<file path="src/rtl/kyber_pkg.sv">
// ---------------------------------------------------------------------------
// kyber_pkg
//   Shared constants and types for the Kyber NTT datapath.
//   KYBER_Q   : coefficient modulus q = 3329
//   BARRETT_K : Barrett shift; also the product (input) width
//   BARRETT_M : floor(2^K / q)
//   COEF_W    : width of a canonical coefficient in [0, q-1]
//   PROD_W    : width of a raw 12x12 product
//   QUOT_W    : width of the Barrett quotient estimate floor(x*M / 2^K)
//   RED_W     : width holding the partially reduced value r in [0, 3q)
// ---------------------------------------------------------------------------
package kyber_pkg;

   localparam int unsigned KYBER_Q   = 3329;
   localparam int unsigned BARRETT_K = 24;
   localparam int unsigned BARRETT_M = 5039;
   localparam int unsigned COEF_W    = 12;
   localparam int unsigned PROD_W    = 24;
   localparam int unsigned QUOT_W    = 13;
   localparam int unsigned RED_W     = 14;

   typedef logic [COEF_W-1:0] coef_t;
   typedef logic [PROD_W-1:0] prod_t;
   typedef logic [QUOT_W-1:0] quot_t;
   typedef logic [RED_W-1:0]  red_t;

endpackage

</file>
<file path="src/rtl/modred_csub.sv">
// ---------------------------------------------------------------------------
// modred_csub
//   Combinational conditional subtract of the modulus: y = (a >= q) ? a - q : a
//   Parameters:
//     W : operand width (must hold q)
//   Ports:
//     a : operand
//     y : a reduced by one q when a >= q
// ---------------------------------------------------------------------------
module modred_csub
   import kyber_pkg::*;
#(
   parameter int unsigned W = RED_W
)
(
   input  logic [W-1:0] a,
   output logic [W-1:0] y
);

   localparam logic [W-1:0] Q_W = W'(KYBER_Q);

   always_comb begin
      y = a;
      if (a >= Q_W) begin
         y = a - Q_W;
      end
   end

endmodule

</file>
<file path="config.mk">
export PLATFORM = sky130hd
export DESIGN_NAME = modred_csub
export DESIGN_NICKNAME = d
export VERILOG_FILES = /design/src/rtl/kyber_pkg.sv /design/src/rtl/modred_csub.sv
export SDC_FILE = /design/constraint.sdc
export NUM_CORES = 1
export LEC_CHECK = 0
export CORE_UTILIZATION = 37
export DETAILED_ROUTE_END_ITERATION = 8
export MAX_ROUTING_LAYER = met4
export PLACE_DENSITY = 0.91
export SLEW_MARGIN = 20
export SYNTH_ARGS = -nofsm -noshare
export SYNTH_HDL_FRONTEND = slang
export SYNTH_SLANG_ARGS = --single-unit
</file>
<file path="constraint.sdc">
create_clock -name vclk -period 1.6
set_input_delay 0.16 -clock vclk [all_inputs]
set_output_delay 0.16 -clock vclk [all_outputs]
set_load 0.005 [all_outputs]
</file>
==> flow_summary.json, run 1 <==
{
  "synth_nets": 84,
  "ys_seq_area_frac": 0,
  "synth_compound_area_frac": 0.337,
  "error_line": "[ERROR DPL-0038] Utilization greater than 100%, impossible to legalize",
  "ys_warn_count": 0,
  "placed_area_um2": 955,
  "syn_avg_cell_area_um2": 7.21,
  "synth_cells": 67,
  "synth_mux_area_frac": 0.0622,
  "gp_congestion": 0.920,
  "place_hpwl_um": 1370,
  "synth_top_family_by_area": "compound AO/OA/AOI/OAI gates",
  "die_h_um": 38.1,
  "worstEndpointType": "output port",
  "pre_cts_ws_ns": -1.05,
  "fp-row-count": 12,
  "haltStage": "5_1_grt",
  "synth-adder-area-share": 0.0777,
  "synthSimpleGateAreaFrac": 0.246,
  "die_w_um": 38.1,
  "status": "stopped before the end",
  "synth_xor_area_frac": 0.163,
  "placedCellCount": 132,
  "initial_utilization": 0.418,
  "ys_top_cells_by_area": "xnor2_1 (16%), ha_1 (7.8%), mux2i_1 (6.2%), nor3_1 (6.2%), a31oi_1 (5.2%)",
  "synth.distinct_cells": 28,
  "grt_max_degree": 9,
  "boundaryPins": 28,
  "cts_hold_buf": 0,
  "crit_endpoint": "y[1]",
  "synth_top_cell_by_area": "xnor2_1",
  "synth_top_area_share": 0.163,
  "synth_area_um2": 483,
  "numPortBuffers": 28
}
cell usage after synthesis:
cell and count:
nand2_1 1, o211ai_2 2, nand3_1 1, and4_1 2, nor2_2 1, clkbuf_1 1, nor3_1 6, and3_1 1
o2111ai_1 1, nor4_4 1, a311o_1 1, ha_1 3, a21oi_1 1, o32a_1 1, o211ai_1 1, or2_2 1
inv_1 5, a31oi_1 4, xnor2_1 9, buf_6 2, nor2_1 6, o21ai_0 4, buf_2 2, mux2i_1 3
o22ai_1 2, a22o_1 1, o2111ai_2 1, o21ai_1 3
kinds of logic after synthesis:
family / count (synthesis)
buffers and inverters: 10
adders and majority gates: 3
xor gates and xnor gates: 9
and+or+nand+nor: 20
AOI/OAI and AO/OA: 22
muxes: 3
metrics by stage:
step | hold slack [ns] | TNS [ns]
floorplan | 0.380 | 0
global placement | 1.40 | -12.60
detailed placement | 1.41 | -13.34
CTS | 0.657 | -0.816
repair_timing:
item	4_1_cts
setup buffers	15
pin swaps	27
gates resized for setup	132
endpoints found under the setup margin	14
gates cloned	1
hold endpoints to repair	0
==> run 2, diff against run 1 <==
- CORE_AREA: not set -> 2 2 63 65
- CORE_UTILIZATION: 37 -> not set
- DIE_AREA: not set -> 0 0 65 67
- MAX_ROUTING_LAYER: met4 -> not set
- PLACE_DENSITY: 0.91 -> not set
- PLACE_DENSITY_LB_ADDON: not set -> 0.15
- clock period: 1.6 -> 2.1 ns (I/O delays scaled with it)
==> run 2 against run 1 <==
  * The run now ends clean
  * Synthesized cell count unchanged
  * Synthesized area unchanged
==> flow_summary.json, run 2 <==
{
  "boundaryPins": 28,
  "min_path_cells": 3,
  "syn_avg_cell_area_um2": 7.21,
  "overflow": 0,
  "slowest_delay_ns": 0.38,
  "grt_pass1_vias": 773,
  "drv_slew": 0,
  "syn2layout_area_growth_pct": 122,
  "tightest_slew_ns": 0.336,
  "coreArea_um2": 3610,
  "cts_hold_buf": 0,
  "initial_utilization": 0.134,
  "mostFrequentLayoutCells": "buf_4 (29), dlygate4sd2_1 (13), xnor2_1 (9)",
  "placed_area_um2": 982,
  "fin_nets": 144,
  "final_area_um2": 1070,
  "antenna_cells": 0,
  "end_kind": "output port",
  "ys_warn_count": 0,
  "nClkBuffers": 0,
  "power_density_nw_per_um2": 186,
  "die_h_um": 67,
  "cpMaxStageDelayCell": "a311o_1",
  "numPortBuffers": 28,
  "worst_setup_path_start_kind": "primary input",
  "place_hpwl_um": 1510,
  "die_w_um": 65,
  "critPathRequiredTime_ns": 1.89,
  "min_from": "a[4]",
  "synth_top_area_share": 0.163,
  "ys_top_cells_by_area": "xnor2_1 (16%), ha_1 (7.8%), mux2i_1 (6.2%), nor3_1 (6.2%), a31oi_1 (5.2%)",
  "n_sequential_cell": 0,
  "fmax_mhz": 501,
  "final_antenna_net_count": 0,
  "final-seq-area_um2": 0,
  "drt_wl_total_um": 1880,
  "critPathMaxFanout": 3,
  "finalSetupViolCount": 0,
  "path_cells": "dlygate4sd2_1 > ha_2 > and4_1 > a311o_1 > buf_4 > o21ai_1 > a22o_1 > clkdlybuf4s15_2",
  "drive_above_1_share": 0.464,
  "critPathKind": "primary input to output port",
  "ir_drop_mv": 0.0615,
  "period_needed_ns": 2.00,
  "synth_nets": 84,
  "routed-via-count": 715,
  "drv_cap": 0,
  "drc": 0,
  "cpLargestDelayFamily": "compound AO/OA/AOI/OAI gates",
  "gp_congestion": 0.796,
  "synth_common_cells": "xnor2_1 (9), nor2_1 (6), nor3_1 (6)",
  "hold_end": "y[4]",
  "drt_iter0_markers": 9,
  "critPathArrivalTime_ns": 1.79,
  "final_common_cell": "buf_4",
  "die_area_um2": 4360,
  "grt_usage": 0.0906,
  "synth_cells": 67,
  "synth_area_um2": 483,
  "slew_headroom": 0.775,
  "rsz0062_at_grt": "no",
  "ys_seq_area_frac": 0,
  "path_buf_inv": 3,
  "grt_antenna_before_repair": 0,
  "min_path_type": "primary input to output port",
  "timing_hold_violations_final": 0,
  "synth_top_cell_by_area": "xnor2_1",
  "fp-row-count": 22,
  "yosysMostFrequentCell": "xnor2_1",
  "leakagePower_nw": 0.483,
  "drt_first_pass_iters": 3,
  "grt_max_degree": 9,
  "wl_per_cell_um": 10.9,
  "grt_pass1_wl_um": 3290,
  "period_share": 0.950,
  "status": "complete, no violations",
  "whs_ns": 0.837,
  "synth.distinct_cells": 28,
  "vias_per_cell": 4.13
}
[run 2: cell counts after synthesis]
Identical to the previous run, type by type.
[run 2: timing repair]
item,CTS,global route
cloned,1,0
pin swaps,17,3
setup endpoints to repair,14,9
setup buffers,9,0
resized for setup,72,2
[run 2: kinds of logic (layout without fill, tap and decap cells)]
| kind of cell | after synthesis | in the layout | share of synthesized area |
|---|---|---|---|
| compound gates | 22 | 23 | 0.337 |
| fa+ha+maj | 3 | 3 | 0.0777 |
| mux | 3 | 3 | 0.0622 |
| buf+inv | 10 | 67 | 0.114 |
| simple gates | 20 | 20 | 0.246 |
| xor+xnor | 9 | 9 | 0.163 |
[run 2: final cells by class]
class | instances | area (um2)
Fill cell | 389 | 2530
Timing Repair Buffer | 62 | 502
Multi-Input combinational cell | 58 | 493
Tap cell | 48 | 60.1
Inverter | 5 | 18.8
[run 2: report_power, final]
group	internal [W]	switching, W	total [W]
sequential	0	0	0
combinational	0.000112	0.0000874	0.000200
clock	0	0	0
total	0.000112	0.0000874	0.000200
[run 2: how the worst max path moves through the flow]
stage | startpoint | to | slack [ns] | depth (start not counted)
6_report | a[0] | y[11] | 0.10 | 8
5_1_grt | a[9] | y[11] | 0.01 | 8
4_1_cts | a[11] | y[11] | 0.004 | 9
3_5_place_dp | a[1] | y[1] | -0.69 | 8
3_3_place_gp | a[9] | y[12] | -0.63 | 6
2_1_floorplan | a[1] | y[1] | 0.44 | 7
[run 2: metal layers]
| metal | routed length [um] | global-route usage | up-vias |
|---|---|---|---|
| li1 | - | - | 372 |
| met1 | 902 | 0.119 | 327 |
| met2 | 923 | 0.170 | 16 |
| met3 | 52 | 0.00507 | 0 |
| met4 | 0 | 0.00266 | 0 |
| met5 | 0 | 0 | - |
[run 2: metrics by stage]
step           worst slack, ns  std cells  total power (W)  TNS (ns)   util
2_1_floorplan            0.442         67        0.0000720         0      -
3_3_place_gp            -0.628        164         0.000203     -8.07  0.272
3_5_place_dp            -0.686        164         0.000202     -8.51  0.272
4_1_cts                0.00421        173         0.000202         0  0.297
5_1_grt                0.00951        173         0.000220         0  0.298
6_report                 0.105        173         0.000200         0  0.298
No activity file was read; power rests on OpenSTA's default activity.
==> run 3, diff against run 2 <==
- TNS_END_PERCENT: not set -> 5
- clock period: 2.1 -> 2.4 ns (I/O delays scaled with it)
==> run 3 against run 2 <==
  * The run now ends with setup timing left
  * Critical path depth unchanged
  * Setup slack worse by 0.27 ns
  * Final area down 5.5%
  * Via count down 5.3%
  * Total power down 15%
  * Global-route usage down 0.82 points
  * Flip-flop and latch count unchanged
  * Critical path type unchanged
==> flow_summary.json, run 3 (same netlist as run 2, synthesis figures left out) <==
{
  "status": "finished, violations left",
  "violations": "setup timing",
  "fillers": 405,
  "die_area_um2": 4360,
  "grt_use_met2": 0.146,
  "drt_first_pass_iters": 4,
  "n_sequential_cell": 0,
  "die_h_um": 67,
  "period_needed_ns": 2.56,
  "drc": 0,
  "wl_per_cell_um": 10.7,
  "routed-via-count": 677,
  "drt_wl_total_um": 1780,
  "period_share": 1.07,
  "grt_max_degree": 9,
  "power_density_nw_per_um2": 167,
  "leakagePower_nw": 0.453,
  "final_antenna_net_count": 0,
  "final_common_cell": "buf_4",
  "finalSetupViolCount": 2,
  "pre_cts_ws_ns": -0.422,
  "grt_pass1_wl_um": 2970,
  "drt_iter0_markers": 11,
  "fin_nets": 137,
  "drv_slew": 0,
  "tightest_slew_ns": 0.343,
  "worst_setup_path_start_kind": "primary input",
  "fmax_mhz": 390,
  "critPathKind": "primary input to output port",
  "place_hpwl_um": 1460,
  "boundaryPins": 28,
  "critPathRequiredTime_ns": 2.16,
  "drive_above_1_share": 0.398,
  "timing_hold_violations_final": 0,
  "mostFrequentLayoutCells": "buf_4 (26), clkdlybuf4s50_1 (15), xnor2_1 (9)",
  "use_met3": 0.0118,
  "final-seq-area_um2": 0,
  "die_w_um": 65,
  "ir_drop_mv": 0.0480,
  "antenna_cells": 0,
  "numPortBuffers": 28,
  "final_area_um2": 1010,
  "fp-row-count": 22,
  "initial_utilization": 0.134,
  "gp_congestion": 0.802,
  "syn2layout_area_growth_pct": 110,
  "slew_headroom": 0.769,
  "rsz0062_at_grt": "yes",
  "critPathArrivalTime_ns": 2.32,
  "gr-usage-met1": 0.112,
  "coreArea_um2": 3610,
  "critPathMaxFanout": 5,
  "vias_per_cell": 4.08,
  "overflow": 0,
  "grt_antenna_before_repair": 0,
  "grt_usage": 0.0824,
  "grt.busiest_layer": "met2",
  "grt_pass1_vias": 685,
  "min_path_type": "primary input to output port",
  "layout_setup_ws_ns": -0.164,
  "drv_cap": 0,
  "placed_area_um2": 975,
  "end_kind": "output port",
  "nClkBuffers": 0
}
## run 3: cell types whose count changed in the layout (fill, tap and decap cells not counted), sizes merged
cell,change
clkbuf,+3
clkdlybuf4s50,+13
dlymetal6s2s,+2
dlygate4sd2,-9
buf,-12
clkdlybuf4s15,-4
## run 3: layout make-up
| type | instances | area [um2] | area share |
|---|---|---|---|
| Multi-Input combinational cell | 58 | 477 | 0.470 |
| Timing Repair Buffer | 55 | 459 | 0.453 |
| Tap cell | 48 | 60.1 | 0.0592 |
| Inverter | 5 | 18.8 | 0.0185 |
## run 3: worst paths after layout
check / start / endpoint / slack, ns / cells past startpoint
setup / recovery: a[1] / y[4] / -0.16 / 8
hold / removal: a[9] / y[9] / 1.12 / 4
## run 3: repair_timing
action                                  4_1_cts  5_1_grt
resized for setup                            17       22
hold endpoints to repair                      0        0
gates cloned                                  1        0
hold buffers                                  0        0
pin swaps                                     7        2
endpoints found under the setup margin       14       10
buffers inserted                              0        2
## run 3: routing by layer
layer,part of all wire,wire [um],vias to the layer above
met1,0.47,838,301
li1,-,-,357
met2,0.46,817,19
met4,0,0,0
met5,0,0,-
met3,0.072,129,0
## run 3: critical path: stages
cell             delay [ns]
clkdlybuf4s50_1        0.48
inv_1                  0.06
ha_1                   0.17
and4_1                 0.16
a311o_2                0.37
o211ai_2               0.19
xnor2_1                0.13
clkdlybuf4s50_1        0.51
## run 3: power breakdown
group	switching (W)	total, W	leakage (nW)	internal, W
clock	0	0	0	0
combinational	0.0000715	0.000170	0.453	0.0000981
sequential	0	0	0	0
## run 3: metrics by stage
stage | hold WS, ns | utilization | power, W | setup TNS [ns] | cells
2_1_floorplan | 0.540 | - | 0.0000630 | 0 | 67
3_3_place_gp | 1.50 | 0.270 | 0.000177 | -4.75 | 163
4_1_cts | 1.28 | 0.278 | 0.000171 | -0.884 | 164
5_1_grt | 1.17 | 0.281 | 0.000186 | -0.805 | 166
3_5_place_dp | 1.50 | 0.270 | 0.000175 | -4.97 | 163
6_report | 1.12 | 0.281 | 0.000170 | -0.297 | 166
==> run 4, diff against run 3 <==
- SETUP_SLACK_MARGIN: not set -> 0.4
- SKIP_LAST_GASP: not set -> 1
==> run 4 against run 3 <==
  * The flow now finishes without violations
  * Flip-flop and latch count stayed put
  * Count of clock-buffer cells in the layout stayed put
  * Worst hold slack worse by 0.24 ns
  * Die area stayed put
  * Maximum frequency is 31% higher
  * Wire length is 10% higher
  * Critical endpoint is now y[7]
  * Highest routed layer unchanged
==> flow_summary.json, run 4 (same netlist as run 2, synthesis figures left out) <==
{
  "cpMaxStageDelayCell": "dlygate4sd2_1",
  "seqPwrFrac": 0,
  "period_needed_ns": 1.96,
  "drt_first_pass_iters": 4,
  "boundaryPins": 28,
  "final_area_um2": 1130,
  "place_hpwl_um": 1460,
  "cp_common_cell": "buf_4",
  "overflow": 0,
  "final_common_cell": "buf_4",
  "slew_headroom": 0.768,
  "rsz0062_at_grt": "yes",
  "syn2layout_area_growth_pct": 134,
  "power_density_nw_per_um2": 166,
  "drt_iter0_markers": 5,
  "critPathArrivalTime_ns": 1.72,
  "cpLargestDelayFamily": "buffers and inverters",
  "routed-via-count": 728,
  "drc": 0,
  "die_area_um2": 4360,
  "crit_cells": 9,
  "grt_pass1_vias": 736,
  "die_h_um": 67,
  "sw_frac_of_total": 0.436,
  "leakagePower_nw": 0.506,
  "path_cells": "dlygate4sd2_1 > nor3_2 > buf_4 > a31oi_1 > buf_4 > buf_6 > o2111ai_4 > xnor2_1 > buf_2",
  "wl_per_cell_um": 11.0,
  "p_int_w": 0.000106,
  "grt_usage": 0.0884,
  "critPathMaxFanout": 5,
  "status": "complete, no violations",
  "fillers": 417,
  "drt_wl_total_um": 1960,
  "fin_util": 0.313,
  "tightest_slew_ns": 0.345,
  "coreArea_um2": 3610,
  "fmax_mhz": 510,
  "p_switching_w": 0.0000816,
  "drive_above_1_share": 0.577,
  "grt_pass1_wl_um": 3160,
  "finalSetupViolCount": 0,
  "setup.worst_path.start": "a[3]",
  "timing_hold_violations_final": 0,
  "combPwrFrac": 1.000,
  "min_from": "a[5]",
  "min_path_cells": 4,
  "vias_per_cell": 4.09,
  "fp-row-count": 22,
  "grt_antenna_before_repair": 0,
  "slowest_delay_ns": 0.25,
  "numPortBuffers": 28,
  "fin_nets": 149,
  "critPathKind": "primary input to output port",
  "final_antenna_net_count": 0,
  "drv_cap": 0,
  "critPathRequiredTime_ns": 2.16,
  "ir_drop_mv": 0.0504,
  "placed_area_um2": 975,
  "drv_slew": 0,
  "antenna_cells": 0,
  "path_buf_inv": 5,
  "gp_congestion": 0.802,
  "nClkBuffers": 0,
  "mostFrequentLayoutCells": "buf_4 (30), buf_2 (12), buf_6 (10)",
  "die_w_um": 65,
  "end_kind": "output port",
  "worst_setup_path_start_kind": "primary input",
  "n_sequential_cell": 0,
  "min_path_type": "primary input to output port",
  "grt_max_degree": 9,
  "p_clk_frac": 0,
  "final-seq-area_um2": 0,
  "period_share": 0.816,
  "hold_end": "y[5]",
  "initial_utilization": 0.134
}
run 4: area by class of cell:
class,count,area [um2],area share
inverters,5,21.3,0.0188
repair buffers,67,531,0.470
multi-input cells,58,518,0.458
well taps,48,60.1,0.0532
run 4: stage by stage:
stage,instances,worst slack [ns],total power (W),setup TNS [ns],hold WS (ns)
5_1_grt,178,0.364,0.000205,0,0.911
6_report,178,0.440,0.000187,0,0.883
3_5_place_dp,163,-0.422,0.000175,-4.97,1.50
3_3_place_gp,163,-0.391,0.000177,-4.75,1.50
2_1_floorplan,67,0.682,0.0000630,0,0.540
4_1_cts,178,0.331,0.000180,0,0.908
run 4: how the worst max path moves through the flow:
stage,to
finish,y[7]
global route,y[1]
CTS,y[7]
detailed placement,y[1]
global placement,y[6]
floorplan,y[1]
run 4: tightest hold or removal path: cells and delay by family:
family / cells / cell delay, ns
XOR/XNOR: 1 / 0.05
buffers and inverters: 3 / 0.36
run 4: power by group through the flow:
stage / clock [W] / combinational (W) / sequential (W)
floorplan: 0 / 0.0000630 / 0
global placement: 0 / 0.000177 / 0
detailed placement: 0 / 0.000175 / 0
CTS: 0 / 0.000180 / 0
global route: 0 / 0.000205 / 0
finish: 0 / 0.000187 / 0
run 4: layer usage:
metal  share of wire  wire length [um]  GRT usage
met1            0.46               905      0.119
met3           0.046                90    0.00676
met2            0.49               968      0.162
met4               0                 0          0
met5               0                 0          0
run 4: what timing repair did:
action,in CTS,in global routing
buffers inserted,14,0
endpoints found under the setup margin,14,14
hold buffers,0,0
pin swaps,23,10
resized for setup,84,29
endpoints found under the hold margin,0,0
cloned,1,0
==> RTL change: new RTL, flow settings as in run 2 <==
Change the package constant `RED_W` from 14 to 16.
--- a/src/rtl/kyber_pkg.sv
+++ b/src/rtl/kyber_pkg.sv
@@ -17,7 +17,7 @@
    localparam int unsigned COEF_W    = 12;
    localparam int unsigned PROD_W    = 24;
    localparam int unsigned QUOT_W    = 13;
-   localparam int unsigned RED_W     = 14;
+   localparam int unsigned RED_W     = 16;
 
    typedef logic [COEF_W-1:0] coef_t;
    typedef logic [PROD_W-1:0] prod_t;
Interface: changed (resized a and y); port bits go from 28 to 32. The function was not compared with the original's and may differ.
==> RTL change against run 2 <==
- total power up 2.7%
- worst setup slack worse by 0.018 ns
- first-iteration DRC count down 56%
- wire length up 4.4%
- cell area up 12%
- hold slack worse by 0.073 ns
- non-clock buffer count up 10
- synthesized area up 9.8%
- critical path type unchanged
- largest power group unchanged
==> RTL change: results (changes against run 2) <==
| Metric | Value |
|---|---|
| Synth Area in Compound Gates | 0.427 (+0.0901) |
| Initial drt markers | 4 (-5) |
| Largest net degree at the start of global routing | 15 (+6) |
| Start point of the worst hold path | a[9] |
| Sequential cells | 0 (unchanged) |
| CP max FO | 4 (+1) |
| WL final | 1.96 mm (+4.4%) |
| Xor/xnor share of the synthesized area | 0.215 (+0.0514) |
| Via count | 736 (+2.9%) |
| Post-DP Area | 1130 um2 (+15%) |
| Pwr dens | 170 nW/um2 (-8.5%) |
| Fin nets | 150 (+4.2%) |
| Synth area leaders | xor2_1 (18%), a2111oi_4 (10%), a211oi_2 (4.7%) |
| DPL Wire Length | 1.52 mm (+0.22%) |
| Synth unique cells | 33 (+18%) |
| # port buffers | 32 (+14%) |
| GRT Resource Usage Total | 0.0945 (+0.00391) |
| Met3 GRT Util | 0.00676 (+0.00169) |
| Met2 global-route usage | 0.182 (+0.0116) |
| Mapped Nets | 77 (-8.3%) |
| Maximum VDD drop | 45.6 uV (-26%) |
| GR Util met1 | 0.121 (+0.00200) |
| Layout cell share with drive strength beyond 1 | 0.592 (+0.128) |
| Outcome | completed |
| Placed insts | 167 (+1.8%) |
| Adder-Cell Fraction of Synth Area | 0.0472 (-0.0306) |
| Post-synth top cells | xor2_1 (11), a21oi_1 (4), inv_1 (3), nand2_1 (3) |
| Crit path launch | a[7] |
| Cell count after synthesis | 59 (-12%) |
| Worst Max-Slew Pin Slew | 0.464 ns (+0.128 ns) |
| Vias in the first global route | 760 (-1.7%) |
| Post-synthesis mux area share | 0.0189 (-0.0433) |
| Psw | 0.0000892 W (+2.1%) |
| Leak | 0.538 nW (+11%) |
## RTL change: critical path, cell delays in order
cell and delay (ns):
dlygate4sd2_1 0.23, nor4_2 0.05, buf_4 0.13, buf_4 0.14, a31o_4 0.25, buf_4 0.14, a2111oi_4 0.36, xor2_1 0.16
buf_2 0.13
## RTL change: kinds of logic after synthesis
group / after synthesis
adders and majority gates: 2
xor gates and xnor gates: 13
AOI/OAI and AO/OA: 23
muxes: 1
buffers and inverters: 5
and+or+nand+nor: 15
## RTL change: routing by layer
layer	wire length [um]	vias up
met3	94	0
li1	-	376
met5	0	-
met2	986	18
met1	879	342
met4	0	0
## RTL change: power groups by stage
| stage | clock network, W | registers [W] | logic [W] |
|---|---|---|---|
| finish | 0 | 0 | 0.000205 |
| global route | 0 | 0 | 0.000224 |
| CTS | 0 | 0 | 0.000206 |
| detailed placement | 0 | 0 | 0.000218 |
| global placement | 0 | 0 | 0.000218 |
| floorplan | 0 | 0 | 0.0000652 |
## RTL change: per-stage QoR
step            util  hold slack (ns)  setup WS (ns)
2_1_floorplan      -            0.475          0.476
3_3_place_gp   0.313             1.51         -0.577
3_5_place_dp   0.313             1.51         -0.603
4_1_cts        0.331            0.943       0.000834
5_1_grt        0.334            0.788        -0.0183
6_report       0.334            0.765         0.0873
## RTL change: area by class of cell
| type | instances | area [um2] | share of cell area |
|---|---|---|---|
| multi-input combinational | 55 | 572 | 0.475 |
| timing repair buffer | 72 | 562 | 0.466 |
| tap | 48 | 60.1 | 0.0498 |
| inverter | 3 | 11.3 | 0.00935 |
## RTL change: repair_timing
| action | in CTS | in global routing |
|---|---|---|
| endpoints found under the setup margin | 16 | 14 |
| gates resized for setup | 67 | 16 |
| buffers inserted | 11 | 0 |
| cloned | 1 | 0 |
| pin swaps | 17 | 6 |
## RTL change: worst paths after layout
| check | endpoint | slack, ns |
|---|---|---|
| max | y[7] | 0.09 |
| min | y[9] | 0.76 |
